### src/rtl/int_req_pkg.sv
// Shared types and defaults for the vectored interrupt requester.
// State encoding, default vector layout and source index width.
package int_req_pkg;

    typedef enum logic [1:0] {
        IDLE    = 2'd0,
        REQ     = 2'd1,
        SERVICE = 2'd2
    } state_t;

    localparam logic [31:0] VEC_BASE_DEF   = 32'h0000_0100;
    localparam logic [31:0] VEC_STRIDE_DEF = 32'h0000_0010;
    localparam int          IDX_W          = 2;

    function automatic logic [31:0] vec_addr(input logic [31:0] base,
                                             input logic [31:0] stride,
                                             input logic [IDX_W-1:0] idx);
        return base + (32'(idx) * stride);
    endfunction

endpackage

### src/rtl/int_prio_enc.sv
// Lowest-index-wins priority encoder over the eligible pending sources.
// Purely combinational, no backpressure.
module int_prio_enc
    import int_req_pkg::*;
#(
    parameter int N_SRC = 4
) (
    input  logic [N_SRC-1:0] eligible,
    output logic             vld,
    output logic [IDX_W-1:0] idx
);

    always_comb begin
        vld = 1'b0;
        idx = '0;
        // Scan downward so the lowest set index is the last to write.
        for (int i = N_SRC - 1; i >= 0; i--) begin
            if (eligible[i]) begin
                vld = 1'b1;
                idx = IDX_W'(i);
            end
        end
    end

endmodule

### src/rtl/int_requester.sv
// Device-side vectored interrupt requester: edge-latched sources, fixed priority, ack/eoi handshake.
// Event to interrupt in two edges; one request in flight, new events wait. Optional INT_REQ_MASK_EN.
module int_requester
    import int_req_pkg::*;
#(
    parameter int          N_SRC      = 4,
    parameter logic [31:0] VEC_BASE   = VEC_BASE_DEF,
    parameter logic [31:0] VEC_STRIDE = VEC_STRIDE_DEF
) (
    input  logic             clk,
    input  logic             reset,
    input  logic [N_SRC-1:0] done,
    input  logic             int_ack,
    input  logic             eoi,
`ifdef INT_REQ_MASK_EN
    input  logic             mask_we,
    input  logic [N_SRC-1:0] mask_wdata,
`endif
    output logic             interrupt,
    output logic [31:0]      int_addr,
    output logic [IDX_W-1:0] int_id,
    output logic [N_SRC-1:0] pending
);

    state_t             state_q;
    state_t             state_d;
    logic [N_SRC-1:0]   done_q;
    logic [N_SRC-1:0]   rise;
    logic [N_SRC-1:0]   eligible;
    logic [N_SRC-1:0]   clr;
    logic [N_SRC-1:0]   pending_d;
    logic               interrupt_d;
    logic [31:0]        addr_d;
    logic [IDX_W-1:0]   id_d;
    logic               arb_vld;
    logic [IDX_W-1:0]   arb_idx;

    assign rise = done & ~done_q;

`ifdef INT_REQ_MASK_EN
    logic [N_SRC-1:0] mask_q;

    always_ff @(posedge clk) begin
        if (!reset) begin
            mask_q <= '1;
        end else if (mask_we) begin
            mask_q <= mask_wdata;
        end
    end

    assign eligible = pending & mask_q;
`else
    assign eligible = pending;
`endif

    int_prio_enc #(
        .N_SRC    (N_SRC)
    ) u_prio_enc (
        .eligible (eligible),
        .vld      (arb_vld),
        .idx      (arb_idx)
    );

    always_comb begin
        state_d     = state_q;
        interrupt_d = interrupt;
        addr_d      = int_addr;
        id_d        = int_id;
        clr         = '0;
        case (state_q)
            IDLE: begin
                if (arb_vld) begin
                    state_d     = REQ;
                    interrupt_d = 1'b1;
                    id_d        = arb_idx;
                    addr_d      = vec_addr(VEC_BASE, VEC_STRIDE, arb_idx);
                end
            end
            REQ: begin
                if (int_ack) begin
                    state_d     = SERVICE;
                    interrupt_d = 1'b0;
                    for (int i = 0; i < N_SRC; i++) begin
                        clr[i] = (IDX_W'(i) == int_id);
                    end
                end
            end
            SERVICE: begin
                interrupt_d = 1'b0;
                if (eoi) begin
                    state_d = IDLE;
                end
            end
            default: begin
                state_d     = IDLE;
                interrupt_d = 1'b0;
            end
        endcase
        // A rise on the bit being cleared keeps it: the new event must not be lost.
        pending_d = (pending & ~clr) | rise;
    end

    always_ff @(posedge clk) begin
        done_q <= done;
        if (!reset) begin
            state_q   <= IDLE;
            interrupt <= 1'b0;
            int_addr  <= '0;
            int_id    <= '0;
            pending   <= '0;
        end else begin
            state_q   <= state_d;
            interrupt <= interrupt_d;
            int_addr  <= addr_d;
            int_id    <= id_d;
            pending   <= pending_d;
        end
    end

endmodule

### config.mk
export PLATFORM = sky130hd
export DESIGN_NAME = int_requester
export DESIGN_NICKNAME = d
export VERILOG_FILES = /design/src/rtl/int_req_pkg.sv /design/src/rtl/int_prio_enc.sv /design/src/rtl/int_requester.sv
export SDC_FILE = /design/constraint.sdc
export NUM_CORES = 1
export LEC_CHECK = 0
export CELL_PAD_IN_SITES_DETAIL_PLACEMENT = 1
export CELL_PAD_IN_SITES_GLOBAL_PLACEMENT = 1
export CORE_ASPECT_RATIO = 1.5
export CORE_UTILIZATION = 28
export CTS_BUF_LIST = sky130_fd_sc_hd__clkbuf_8
export DETAILED_ROUTE_END_ITERATION = 7
export GPL_TIMING_DRIVEN = 0
export PLACE_DENSITY_LB_ADDON = 0.1
export SYNTH_ARGS = -nofsm -noshare
export SYNTH_HDL_FRONTEND = slang
export SYNTH_SLANG_ARGS = --single-unit
### constraint.sdc
create_clock -name clk -period 1.86 [get_ports clk]
set_clock_uncertainty 0.1 [all_clocks]
set_input_delay 0.186 -clock clk [delete_from_list [all_inputs] [get_ports clk]]
set_output_delay 0.186 -clock clk [all_outputs]
set_load 0.05 [all_outputs]
# Yosys cells after proc, flatten, opt, wreduce, memory -nomap -nowiden
# Cells that the tools add are included.
# totals
regBits	45
inputBits	8
output_inout_bits	39
word_cells	42
# classes
n_addsub	1
eq_ne	8
mux	17
bitwise_logic	5
n_reduce_logical	5
# ops
op	n
2-to-1 mux 2 bit	7
adder 9 x 6 -> 10 bit (first input constant)	1
bitwise AND 4 bit	2
2-to-1 mux 4 bit	2
inverter 4 bit	2
2-to-1 mux 1 bit	6
!= test 2 bit (second input constant)	3
one-hot mux 2 bit (3 select lines)	1
equality test 2 bit (first input constant)	2
zero test 2 bit	2
OR 4 bit	1
AND reduction 2 bit	2
AND reduction 3 bit	1
equality test 1 x 2 -> 1 bit (first input constant)	1
equality test 2 x 1 -> 1 bit (second input constant)	1
equality test 2 bit (second input constant)	1
one-hot mux 1 bit (2 select lines)	1

# Longest topological paths before layout
# depth
ltp_word	6
ltp_mapped	3
mapped_depth_nobuf	3

# By module
# Synthesis repeated with hierarchy kept, for this count alone.
# hier_totals
cells_unflattened	90
area_unflattened_um2	762.0
# modules_own_cells
module	instances	cells_each	area_per_inst_um2	seq_area_each_um2
int_requester	1	83	726.9	280.3
int_prio_enc	1	7	35.0	0.0

# Least setup slack after synthesis
# Ideal clock, no wire load.
# synth_path
kind	register to register
start	reg pending[2]
end	reg int_id[0]
setup_time_ps	124
arrival_ps	1128
required_ps	1636
slack_ps	508
path_stages_with_launch	4
n_path_buf	0
synth_period_minus_slack_ps	1352
path_cell_list	dfxtp_1 -> and2b_1 -> o21ai_0 -> mux2i_1
# synth_between
elab_chain_len	4
word_cells_on_any_way	7
classes_between	mux: 6; reduce/logical: 1
# synth_lines
item	line_no	rtl
start, declared	int_requester.sv:22	output logic [N_SRC-1:0] pending
start signal, assigned	int_requester.sv:116	pending <= pending_d;
2-to-1 mux 1 bit (3 in series)	int_prio_enc.sv:18	if (eligible[i]) begin
AND reduction 2 bit (no source line)	-	
end signal, assigned	int_requester.sv:115	int_id <= id_d;
end, declared	int_requester.sv:21	output logic [IDX_W-1:0] int_id,
# Several ways; a longest one is shown, not always the timed one.
# A chain may end at the register's enable or synchronous reset.

# Worst setup path in the final report
# layout_path
start	reg pending[3]
end	out pending[3]
# No word-level cell between the ends.

==> metrics.yaml <==
routedWlPerCell_um: 9.421
cp.depth: 1
grt_overflow_total: 0
pin_count: 47
cap_violations: 0
p_leak_uw: 0.0005869
drive_above_1_share: 0.2741
dr.first_iter.drc_count: 14
synth_area_leaders: "dfxtp_1, buf_4, nor2b_1"
synth-async-reset-ratio: 0
crit_buf_inv: 1
coreArea_um2: 2532
dr.pass1.iters: 2
grt_pass1_vias: 640
path_class: "flop to output pin"
vias_per_cell: 3.854
yosys_warnings: 0
drv_slew: 0
clk_pin_slew_worst_paths_ps: 60
timing.final.crit_share: 0.9826
dp_hpwl_mm: 1.278
p_per_area_nw_per_um2: 873.4
crit_required_ps: 1570
regToRegEndpoint: "pending[1]$_SDFF_PN0_"
worst_path_max_delay_cell: "clkdlybuf4s50_1"
startpoint: "pending[3]$_SDFF_PN0_"
final_nets: 145
relSlewSlack: 0.6620
critical_path.top_delay_family: "buffers and inverters"
synth_top_area_cell: "dfxtp_1"
htree_levels: 1
finalSetupTns_ps: 0
fmax_ghz: 0.5471
synth-seq-area-share: 0.3654
grt_antenna_before_repair: 0
wl_mm: 1.611
die_w_um: 44.74
die_y_um: 66.10
diodes: 0
ys_ff_latch: 14
cts-root-buf: "clkbuf_8"
fp-row-count: 22
p_total_uw: 987.8
reg2reg_slack_ps: 650
postLayoutCoreUtil: 0.4466
dieArea_um2: 2957
hold_violations: 0
slowest_delay_ps: 850
crit_path_max_fanout: 5
ys_types: 21
synth.top_cell.area_share: 0.3654
clk_path_buf_depth: 2
timing.rr.start: "state_q[0]$_SDFFE_PN0P_"
cts_hold_buf: 0
netlist_area_um2: 767.0
synth_edf_count: 0
area_growth_pct: 47.47
ant_nets: 0
cts.sinks: 14
rsz0062_at_grt: "no"
cts_tree: "built"
numPortBuffers: 17
status: "complete, no violations"
clk_latency_ps: 240
globalplace.congestion: 0.7154
crit_end: "pending[3]"
synth_commonest_cells: "buf_4, dfxtp_1, nor2_1, o21ai_0, nor2b_1"
critPathCaptureType: "output pin"
startpoint_type: "flop"
initial_core_util: 0.3029
dp_slack_ps: 223.5
synth_flop_cell: "dfxtp_1"
setup_violations: 0
avgSynthCellArea_um2: 8.816
setup_ws_ps: 32.33
ir_drop_mv: 0.4435
cp.arrival_ps: 1540
path_cells: "clkdlybuf4s50_1"
r2r_cells: 3
synth_cells: 87
hp-class: "input pin to flop"
fin_crit_ps: 1828
cts_made_buffers: 3
drc: 0
num_vias: 659
grt_max_degree: 11
grt_pass1_wl_mm: 2.670
yosysMostFrequentCell: "buf_4"
grtUsageTotal: 0.1242
worst_pin_slew_ps: 506.2
## worst reg2reg max path, cell delays in order, from the launching register on
cell	delay, ps
dfxtp_1	460
nand2_1	150
nor2_2	240
a31oi_1	140
## per-stage QoR
stage,area (µm²),hold slack [ps],cells
after floorplan,872.1,113.7,115
after global placement,1087,351.3,168
after detailed placement,1087,391.8,168
after CTS,1126,306.5,171
after global routing,1131,328.4,171
final,1131,304.5,171
## metal layers
metal,wire (µm),global-route usage
met1,558,0.1133
met2,896,0.2390
met3,114,0.01913
met4,41,0.07955
met5,0,0
## cells by family (layout without fill, tap and decap cells)
kind of cell,after synthesis,after routing,share of synthesized area
compound gates,16,16,0.1256
other cells,1,29,0.004889
mux,1,1,0.01305
flops,14,14,0.3654
buf+inv,35,55,0.3230
simple gates,20,20,0.1680
## how the worst min path moves through the flow
stage | start | end | slack (ps) | depth (start not counted)
floorplan | done[0] | done_q[0]$_DFF_P_ | 110 | 0
global placement | int_addr[8]$_SDFFE_PN0P_ | int_addr[8]$_SDFFE_PN0P_ | 350 | 1
detailed placement | int_addr[8]$_SDFFE_PN0P_ | int_addr[8]$_SDFFE_PN0P_ | 390 | 1
CTS | done[1] | done_q[1]$_DFF_P_ | 310 | 1
global route | done[0] | done_q[0]$_DFF_P_ | 330 | 1
finish | done[1] | done_q[1]$_DFF_P_ | 300 | 1
## state kept, by name (all words and copies together) (netlist names)
| register | flops |
|---|---|
| int_id | 1 |
| int_addr | 2 |
| interrupt | 1 |
| done_q | 4 |
| state_q | 2 |
| pending | 4 |
## power by group
group / total [µW] / switching [µW] / internal, µW / leakage, µW
Combinational: 384 / 259 / 125 / 0.000449
Sequential: 359 / 31.9 / 327 / 0.000116
Clock: 245 / 102 / 143 / 0.0000216
Total: 988 / 392 / 595 / 0.000587
## cells in the final DEF, fill, tap and decap left out, types with 2 or more instances in the layout
cell	Yosys	final
nor3b_1	2	2
dfxtp_1	14	14
nor2b_1	5	5
a31oi_1	4	4
inv_1	3	3
dlygate4sd2_1	0	2
clkdlybuf4s50_1	0	13
o21a_1	2	2
a21oi_1	2	2
buf_4	31	31
nor2_1	6	6
o21ai_0	6	6
clkbuf_8	0	3
dlymetal6s2s_1	0	2
nand2_1	2	2
conb_1	1	29
## cell type report
class | instances | area (µm²)
repair buffers | 17 | 172.7
inverters | 3 | 11.26
multi-input cells | 66 | 344.1
plain buffers | 32 | 236.5
fillers | 314 | 1401
flip-flops and latches | 14 | 280.3
clock buffers | 3 | 41.29
well taps | 36 | 45.04
## timing repair
| item | in CTS | in global routing |
|---|---|---|
| buffers inserted | 0 | 0 |
| setup endpoints to repair | 2 | 2 |
| resized for setup | 2 | 2 |
(Power assumes the default switching activity.)
